### src/rtl/digit_scan_ctrl_pkg.sv
// Shared types and constants for the multiplexed 7-segment scan controller.
// Segment codes are active-low: bit7 = dp, bits6:0 = g,f,e,d,c,b,a.
package digit_scan_ctrl_pkg;

  typedef enum logic {
    ST_BLANK = 1'b0,
    ST_SHOW  = 1'b1
  } state_t;

  localparam logic [7:0] SEG_OFF = 8'hFF;

  // Hex digit to segment pattern with the decimal point off.
  localparam logic [7:0] SEG_TABLE [16] = '{
    8'hC0, 8'hF9, 8'hA4, 8'hB0, 8'h99, 8'h92, 8'h82, 8'hF8,
    8'h80, 8'h90, 8'h88, 8'h83, 8'hC6, 8'hA1, 8'h86, 8'h8E
  };

endpackage

### src/rtl/digit_scan_ctrl_hex7seg.sv
// Combinational hex nibble + decimal point to active-low segment lookup.
// The parent registers the result.
module hex7seg
  import digit_scan_ctrl_pkg::*;
(
  input  logic [3:0] i_nibble,
  input  logic       i_dp,
  output logic [7:0] o_seg
);

  // NOTE: every signal written in always_comb gets a default first, so no path leaves it unassigned and no latch is inferred.
  always_comb begin
    o_seg = SEG_TABLE[i_nibble];
    if (i_dp) o_seg[7] = 1'b0;
  end

endmodule

### src/rtl/digit_scan_ctrl.sv
// Scan controller for an 8-digit multiplexed 7-segment display with
// double-buffered display data committed at frame boundaries.
module digit_scan_ctrl
  import digit_scan_ctrl_pkg::*;
#(
  parameter int DIV    = 50000,
  parameter int BLANK  = 1000,
  parameter int DIGITS = 8
) (
  input  logic        clk,
  input  logic        rst_n,
  input  logic [31:0] disp_data,
  input  logic [7:0]  dp,
  input  logic        load,
  output logic [2:0]  sel,
  output logic        sel_en,
  output logic [7:0]  seg,
  output logic        frame_tick,
  output logic        pending
);

  localparam int             CW         = (DIV > 1) ? $clog2(DIV) : 1;
  localparam logic [CW-1:0]  CNT_LAST   = CW'(DIV - 1);
  localparam logic [CW-1:0]  BLANK_LAST = CW'(BLANK - 1);
  localparam logic [2:0]     SEL_LAST   = 3'(DIGITS - 1);

  state_t        r_state, w_state_nxt;
  logic [CW-1:0] r_cnt, w_cnt_nxt;
  logic [2:0]    r_sel, w_sel_nxt;
  logic [31:0]   r_active_data, w_active_data_nxt;
  logic [7:0]    r_active_dp, w_active_dp_nxt;
  logic [31:0]   r_staged_data, w_staged_data_nxt;
  logic [7:0]    r_staged_dp, w_staged_dp_nxt;
  logic          r_pending, w_pending_nxt;
  logic          r_sel_en;
  logic [7:0]    r_seg;
  logic          r_frame_tick;
  logic          w_slot_end;
  logic          w_boundary;
  logic [3:0]    w_nibble;
  logic          w_dp_bit;
  logic [7:0]    w_seg_show;

  always_comb begin
    w_state_nxt = r_state;
    case (r_state)
      ST_BLANK: if (r_cnt == BLANK_LAST) w_state_nxt = ST_SHOW;
      ST_SHOW:  if (r_cnt == CNT_LAST)   w_state_nxt = ST_BLANK;
      default:  w_state_nxt = ST_BLANK;
    endcase
  end

  assign w_slot_end = (r_state == ST_SHOW) && (r_cnt == CNT_LAST);
  assign w_boundary = w_slot_end && (r_sel == SEL_LAST);
  assign w_cnt_nxt  = (r_cnt == CNT_LAST) ? '0 : r_cnt + 1'b1;
  assign w_sel_nxt  = !w_slot_end ? r_sel : (w_boundary ? 3'd0 : r_sel + 3'd1);

  // A load on the boundary edge bypasses staging and goes straight to active.
  always_comb begin
    w_active_data_nxt = r_active_data;
    w_active_dp_nxt   = r_active_dp;
    w_staged_data_nxt = r_staged_data;
    w_staged_dp_nxt   = r_staged_dp;
    w_pending_nxt     = r_pending;
    if (load) begin
      w_staged_data_nxt = disp_data;
      w_staged_dp_nxt   = dp;
    end
    if (w_boundary) begin
      w_pending_nxt = 1'b0;
      if (load) begin
        w_active_data_nxt = disp_data;
        w_active_dp_nxt   = dp;
      end else if (r_pending) begin
        w_active_data_nxt = r_staged_data;
        w_active_dp_nxt   = r_staged_dp;
      end
    end else if (load) begin
      w_pending_nxt = 1'b1;
    end
  end

  // Outputs are registered from next-state values so they describe the same cycle as the state.
  assign w_nibble = w_active_data_nxt[{w_sel_nxt, 2'b00} +: 4];
  assign w_dp_bit = w_active_dp_nxt[w_sel_nxt];

  hex7seg u_hex7seg (
    .i_nibble (w_nibble),
    .i_dp     (w_dp_bit),
    .o_seg    (w_seg_show)
  );

  // NOTE: sequential state uses non-blocking assignments so every register samples pre-edge values.
  always_ff @(posedge clk or negedge rst_n) begin
    if (!rst_n) begin
      r_state       <= ST_BLANK;
      r_cnt         <= '0;
      r_sel         <= '0;
      r_active_data <= '0;
      r_active_dp   <= '0;
      r_staged_data <= '0;
      r_staged_dp   <= '0;
      r_pending     <= 1'b0;
      r_sel_en      <= 1'b0;
      r_seg         <= SEG_OFF;
      r_frame_tick  <= 1'b0;
    end else begin
      r_state       <= w_state_nxt;
      r_cnt         <= w_cnt_nxt;
      r_sel         <= w_sel_nxt;
      r_active_data <= w_active_data_nxt;
      r_active_dp   <= w_active_dp_nxt;
      r_staged_data <= w_staged_data_nxt;
      r_staged_dp   <= w_staged_dp_nxt;
      r_pending     <= w_pending_nxt;
      r_sel_en      <= (w_state_nxt == ST_SHOW);
      r_seg         <= (w_state_nxt == ST_SHOW) ? w_seg_show : SEG_OFF;
      r_frame_tick  <= w_boundary;
    end
  end

  assign sel        = r_sel;
  assign sel_en     = r_sel_en;
  assign seg        = r_seg;
  assign frame_tick = r_frame_tick;
  assign pending    = r_pending;

endmodule

### config.mk
export PLATFORM = sky130hd
export DESIGN_NAME = digit_scan_ctrl
export DESIGN_NICKNAME = d
export VERILOG_FILES = /design/src/rtl/digit_scan_ctrl_pkg.sv /design/src/rtl/digit_scan_ctrl_hex7seg.sv /design/src/rtl/digit_scan_ctrl.sv
export SDC_FILE = /design/constraint.sdc
export NUM_CORES = 1
export LEC_CHECK = 0
export CORE_ASPECT_RATIO = 1.4
export CORE_MARGIN = 2
export CORE_UTILIZATION = 56
export CTS_BUF_LIST = sky130_fd_sc_hd__clkbuf_8 sky130_fd_sc_hd__clkbuf_16
export CTS_CLUSTER_DIAMETER = 100
export CTS_CLUSTER_SIZE = 10
export DETAILED_ROUTE_END_ITERATION = 8
export PLACE_DENSITY = 0.81
export REMOVE_ABC_BUFFERS = 1
export SYNTH_ARGS = -nofsm -noshare
export SYNTH_HDL_FRONTEND = slang
export SYNTH_SLANG_ARGS = --single-unit
### constraint.sdc
create_clock -name clk -period 4.15 [get_ports clk]
set_input_delay 1.0375 -clock clk [delete_from_list [all_inputs] [get_ports clk]]
set_output_delay 1.0375 -clock clk [all_outputs]
set_load 0.005 [all_outputs]
; ---- After elaboration in Yosys (flattened, before gate mapping)
; Memory sizes are Yosys's and may differ from the RTL's.
; Index checks and enable logic that the tools add are counted.
[op_classes]
n_bitwise = 2
muxes = 20
addsub = 2
n_lt_le_gt_ge = 2
eq_ne = 3
n_reduce_logical = 3
shift = 1
[op_table]
columns = cell, n
row1 = $mux W32, 3
row2 = $mux W8, 6
row3 = $shiftx A32 B6 Y4, 1
row4 = $add A16 B1 Y16 const B, 1
row5 = $eq A16 B10 Y1 const B, 1
row6 = $eq A16 B16 Y1 const B, 1
row7 = $mux W16, 1
row8 = $mux W1, 6
row9 = $mux W3, 2
row10 = $ge A5 B5 Y1 const B, 1
row11 = $not A4 Y5, 1
row12 = $lt A3 B4 Y1 const B, 1
row13 = $add A3 B1 Y3 const B, 1
row14 = $bmux W1 S3, 1
row15 = $eq A3 B3 Y1 const B, 1
row16 = $logic_and A1 B1 Y1, 2
row17 = $pmux W1 S2, 1
row18 = $reduce_bool A2 Y1, 1
row19 = $not A1 Y1, 1
[totals]
word_cells = 44
memories = 1
regBits = 110
rom_bits = 128
output_inout_bits = 14
inputBits = 43
[mem_list]
columns = memory, words, width, rd, rd_clocked_by_memory_dff, wr, line_no
row1 = (name not given), 16, 8, 1, 0, 0, digit_scan_ctrl_hex7seg.sv:13  ; o_seg = SEG_TABLE[i_nibble];

; ---- Logic depth before layout (Yosys ltp)
[logic_depth]
word_depth = 12
mapped_depth = 15
depth_no_buf = 13

; ---- Cells and area by module
; A second synthesis with hierarchy kept.
[unflattened]
cells_unflattened = 468
area_unflattened_um2 = 4996.0
[modules_own_cells]
columns = module, seq_area_each_um2, cells_each, instances, area_each_um2
row1 = digit_scan_ctrl, 2762.6, 435, 1, 4717.0
row2 = hex7seg, 0.0, 33, 1, 279.0

; ---- Least setup slack after synthesis
; OpenSTA, ideal clock, no wires.
[synth_path]
path_type = input-to-reg
from = input load
to = register r_seg[3] (netlist: seg[3])
path_slack_ns = 0.278
stages = 12
arrival_time_ns = 3.794
setup_time_ns = 0.079
path_cell_list = buf_2 buf_2 buf_1 mux2_2 mux2_1 nor2_1 nor2_1 o211a_1 ha_1 mux2_1 or3_1 o211a_1
[synth_via]
elab_chain_cells = 8
[synth_rtl]
columns = element, line_no
row1 = "start, declared", digit_scan_ctrl.sv:14  ; input logic load,
row2 = $mux W32, digit_scan_ctrl.sv:71  ; if (load) begin
row3 = $mux W32, digit_scan_ctrl.sv:69  ; if (w_boundary) begin
row4 = via w_active_data_nxt[8], digit_scan_ctrl.sv:30  ; logic [31:0] r_active_data, w_active_data_nxt;
row5 = $shiftx A32 B6 Y4, digit_scan_ctrl.sv:84  ; assign w_nibble = w_active_data_nxt[{w_sel_nxt, 2'b00} +: 4];
row6 = $not A4 Y5 (not written as such), digit_scan_ctrl_hex7seg.sv:13
row7 = $mem_v2 Z16 W8, --
row8 = $mux W8 (not written as such) (2 in series), digit_scan_ctrl_hex7seg.sv:13
row9 = $mux W8, digit_scan_ctrl.sv:117  ; r_seg <= (w_state_nxt == ST_SHOW) ? w_seg_show : SEG_OFF;
row10 = "end signal, assigned", digit_scan_ctrl.sv:117
row11 = "end, declared", digit_scan_ctrl.sv:36  ; logic [7:0] r_seg;
; The timed path passes the listed nets, and every way through them passes these cells. The select of a mux whose other input is x is not followed.
; A chain may end at the register's enable or synchronous reset.

; ---- Final worst setup path
[layout_path]
from = register r_cnt[4]
to = register r_seg[3] (netlist: seg[3])
[layout_via]
elab_cells_between_ends = 16
classes_between = 2 x eq/ne / 1 x shift / 9 x mux / 1 x bitwise / 2 x reduce/logical / 1 x memory
[layout_rtl]
columns = element, line_no
row1 = "start, declared", digit_scan_ctrl.sv:28  ; logic [CW-1:0] r_cnt, w_cnt_nxt;
row2 = "start signal, assigned", digit_scan_ctrl.sv:109  ; r_cnt <= w_cnt_nxt;
row3 = $eq A16 B16 Y1, digit_scan_ctrl.sv:53  ; assign w_slot_end = (r_state == ST_SHOW) && (r_cnt == CNT_LAST);
row4 = $logic_and A1 B1 Y1, digit_scan_ctrl.sv:53
row5 = $logic_and A1 B1 Y1, digit_scan_ctrl.sv:54  ; assign w_boundary = w_slot_end && (r_sel == SEL_LAST);
row6 = $mux W32, digit_scan_ctrl.sv:69
row7 = via w_active_data_nxt[5], digit_scan_ctrl.sv:30
row8 = $shiftx A32 B6 Y4, digit_scan_ctrl.sv:84
row9 = $not A4 Y5 (not written as such), digit_scan_ctrl_hex7seg.sv:13
row10 = $mem_v2 Z16 W8, --
row11 = $mux W8 (not written as such) (2 in series), digit_scan_ctrl_hex7seg.sv:13
row12 = $mux W8, digit_scan_ctrl.sv:117
; The timed path passes the listed nets, and every way through them passes these cells. The select of a mux whose other input is x is not followed.

==> results.txt <==
After technology mapping, the gate count stands at 424. Of the total power, the clock network draws 41.3%. For this run, the leading register cell type out of synthesis is dfrtp_1. At the end of routability-driven placement, the weighted congestion stood at 0.8687. For the total I/O pin count, the log shows 57. The final-report max-slew violation count was 0; the maximum net fanout on the critical path was 8. The tools report the total global routing track utilization as 22.20%. The count of final hold-check violations is 0. The repair_antennas step left the layout with diodes totalling 0. Once routing completed, OpenROAD measured the worst setup slack at 0.2022 ns. Setup repair after global routing left no endpoint under its margin. The overall die width came out at 84.97 µm. The vertical die dimension works out to 117.4 µm. dfrtp_1 is the most common cell in the netlist.

In this run the tightest slew margin relative to its limit is 46.55%. The worst path in the final design needs a cycle of 3.948 ns, including I/O delays and setup. The die covers 9972 µm². The longest clock path from root to sink contains 2 buffers. The standard cell core area came out at 8977 µm². The flip-flop and latch count after synthesis was 110; the number of synthesized flops with an enable pin was 0.

The clock slew seen by the registers of the worst setup and hold paths was 0.07 ns. Timing analysis after detailed placement gives a worst setup slack of 0.1609 ns. The number of antenna violations at the first check in global routing is 0, and the fraction of layout instances using a drive strength above 1 is 25.40%. The share of power burned in combinational logic is 6.2%. The category of the most critical setup path is reg -> reg. For this run, the register share of the synthesized area comes to 53.75%. TritonCTS built the clock tree. The tools report the total wirelength of the detailed-routed design as 10.94 mm.

The setup violation total in the final timing report was 0; the detail-routed net length per standard cell was 17.91 µm. The slowest stage of the critical path is the or4_4 cell. After synthesis, the mean cell area works out to 12.12 µm². For this design the static power due to leakage is 2.882 nW. The number of different library cells used by synthesis comes to 62.

Power spread over the standard cell area amounts to 341.3 nW/µm². The remaining number of nets flagged by the antenna check after routing is 0, and the residual overflow from global routing is 0. The tools report the internal power contribution as 0.001682 W. The data required time of the critical path is 4.43 ns, and the sum of negative setup slack is 0 ns. Largest net degree at the start of global routing: 66.

Ranked by total cell area, the synthesized netlist is headed by dfrtp_1 (50%), mux2_2 (14%), dfstp_2 (4.1%), mux2i_1 (3.5%), nand2_1 (2.5%). The signal on the critical path passes through or4_4 -> or4_4 -> nor2_8 -> mux2_1 -> mux2i_1 -> o2111a_1 -> a211o_1 -> clkinv_2 -> ha_1 -> mux2_1 -> or3_1 -> o211a_1. The tools report the sort of element at the start of the critical path as a flop.

Across the VDD grid, the largest voltage drop is 0.2577 mV. For the clock sink count, the log shows 110. The type of element capturing the critical path is a flop. Summed over all instances, the cell type with the most area after synthesis is dfrtp_1.

After synthesis, the most frequently instantiated cells are dfrtp_1 (102), mux2_2 (62), nand2_1 (34). In this run the clock root is driven by a clkbuf_16. The tools report the number of global-route vias before repair as 3634. Among cell families on the critical path, the largest total delay comes from simple AND/OR/NAND/NOR gates. Using the TritonRoute via totals, the vias-per-cell ratio works out to 5.831. The count of buffering cells on the critical path with inverters included is 1, and the core occupancy in the finished layout is 69.66%. In this run the worst hold path is classified as reg -> reg. The first global-routing pass estimated 17.64 mm of wire.

In this run the tool buffered the top-level ports with 56 buffer cells. The proportion of netlist area held by the largest area contributor works out to 49.66%. The logs give 3 for the depth of the CTS H-tree and 0.0004517 W for the total net switching power.

Of the available clock period, the critical path in the final layout requires 95.13%. The first routing iteration left 229 violations. The run gives 5140 µm² as the netlist area before placement. The pre-antenna-repair detailed-routing pass consisted of 4 iterations. For this run, the top clock speed supported by timing is 253.3 MHz. The tools report the sum of net half-perimeters after detailed placement as 7.265 mm. Counting the fill cells in the layout gives 635. The via total after detailed routing is 3563, and the post-synthesis to final-layout area growth is 21.67%. Clock latency on the worst-skew pair, taken at its later pin, is 0.35 ns.

The DRC violations left was 0; the number of buffers inserted during clock tree synthesis was 9. During synthesis, Yosys emitted a total of 0 warnings. The run finished with clean final reports. The run gives 4.23 ns as the signal arrival time at the worst endpoint. The proportion of total power due to net switching is 21.16%.

The reported max-cap violation count was 0; the delay of the slowest cell on the worst path was 0.57 ns. The logs give 551 for the net total in the final layout and 41 for the row count. The sequential group share of total power came out at 52.5%. The initial utilization of the core area, before any placement, comes to 57.25%. Proportion of synthesized flip-flops having asynchronous set or reset: 100.0%.

For the final database, setup skew stands at 0.007173 ns. The worst-margin pin slew is 0.8018 ns.
## path summary, 6_finish.rpt
| check | startpoint | endpoint | slack (ns) | depth (start not counted) |
|---|---|---|---|---|
| worst max-delay path | r_cnt[4] | seg[3] | 0.20 | 12 |
| worst min-delay path | r_active_data[3] | r_active_data[3] | 0.47 | 2 |
| worst max register to register | r_cnt[4] | seg[3] | 0.20 | 12 |
| worst min register to register | r_active_data[3] | r_active_data[3] | 0.47 | 2 |
| max in group asynchronous | rst_n | r_active_data[2] | 2.53 | 2 |
| min in group asynchronous | rst_n | r_cnt[0] | 0.77 | 1 |
## through the flow
step / hold WS (ns) / cells / power, W / area, µm²
detailed placement: 0.4569 / 584 / 0.001276 / 5853
global placement: 0.4353 / 584 / 0.001268 / 5853
CTS: 0.4752 / 600 / 0.002144 / 6163
floorplan: 0.4251 / 405 / 0.001188 / 5034
finish: 0.4721 / 611 / 0.002134 / 6254
global route: 0.5076 / 611 / 0.002202 / 6254
## routing by layer
metal / global-route usage, % / up-vias / wire length, µm
li1: - / 1650 / -
met1: 27.84 / 1804 / 4545
met2: 37.89 / 91 / 5725
met3: 4.082 / 18 / 459
met4: 8.234 / 0 / 209
met5: 0 / - / 0
## power by group through the flow
stage / Sequential, W / Clock, W / Combinational [W]
final: 0.00112 / 0.000882 / 0.000133
after detailed placement: 0.00114 / 0 / 0.000135
after global routing: 0.00112 / 0.000933 / 0.000145
after floorplan: 0.00114 / 0 / 0.0000506
after CTS: 0.00112 / 0.000888 / 0.000136
after global placement: 0.00114 / 0 / 0.000130
## sequential cells by signal, indices dropped and copies added, names as in the netlist, 3 cells and up
register	count
r_staged_dp	8
r_active_dp	8
sel	3
r_cnt	16
r_active_data	32
seg	8
r_staged_data	32
## cell type report
type                            instances  area, µm²  area share, %
Clock buffer                           11      252.7          4.042
Clock inverter                          5      57.56         0.9204
Inverter                               12      46.29         0.7403
Multi-Input combinational cell        284       2240          35.81
Sequential cell                       110       2763          44.18
Tap cell                              107      133.9          2.141
Timing Repair Buffer                   82      760.7          12.16
## worst register-to-register path, cell delays in order (launching register included)
cell and delay (ns):
dfrtp_1 0.43, or4_4 0.57, or4_4 0.51, nor2_8 0.23, mux2_1 0.38, mux2i_1 0.23, o2111a_1 0.21, a211o_1 0.22
clkinv_2 0.14, ha_1 0.23, mux2_1 0.27, or3_1 0.31, o211a_1 0.14
## kinds of logic (layout without fill, tap and decap cells)
group	count (synthesis)	in the layout	share of synthesized area, %
adder cells (fa/ha/maj)	9	9	2.191
multiplexers	89	89	19.06
flip-flops	110	110	53.75
AO/OA/AOI/OAI	49	49	6.963
XOR/XNOR	14	14	2.386
buffers and inverters	31	110	2.969
AND/OR/NAND/NOR	122	123	12.68
## layout by cell type (no fill, tap or decap), types with 5 or more instances in the layout
cell             netlist  final
buf_4                  2     26
a211oi_1               5      5
nand3_1               15     15
o21ai_0                7      7
dfrtp_1              102    102
inv_1                  9      9
dfstp_2                8      8
clkdlybuf4s50_1        0     54
nand2_1               34     34
a21oi_1                6      6
mux2i_1               18     18
nor2_1                31     31
mux2_2                62     62
nor2b_1                5      5
xor2_1                 9      9
clkbuf_16              0      9
ha_1                   9      9
and3_1                 8      8
xnor2_1                5      5
mux2_1                 9      9
## timing repair
item                       CTS  global route
buffers inserted             0            10
gates resized for setup      0             1
setup endpoints to repair    0             2
hold buffers                 0             0
No activity file was read; power rests on OpenSTA's default activity.
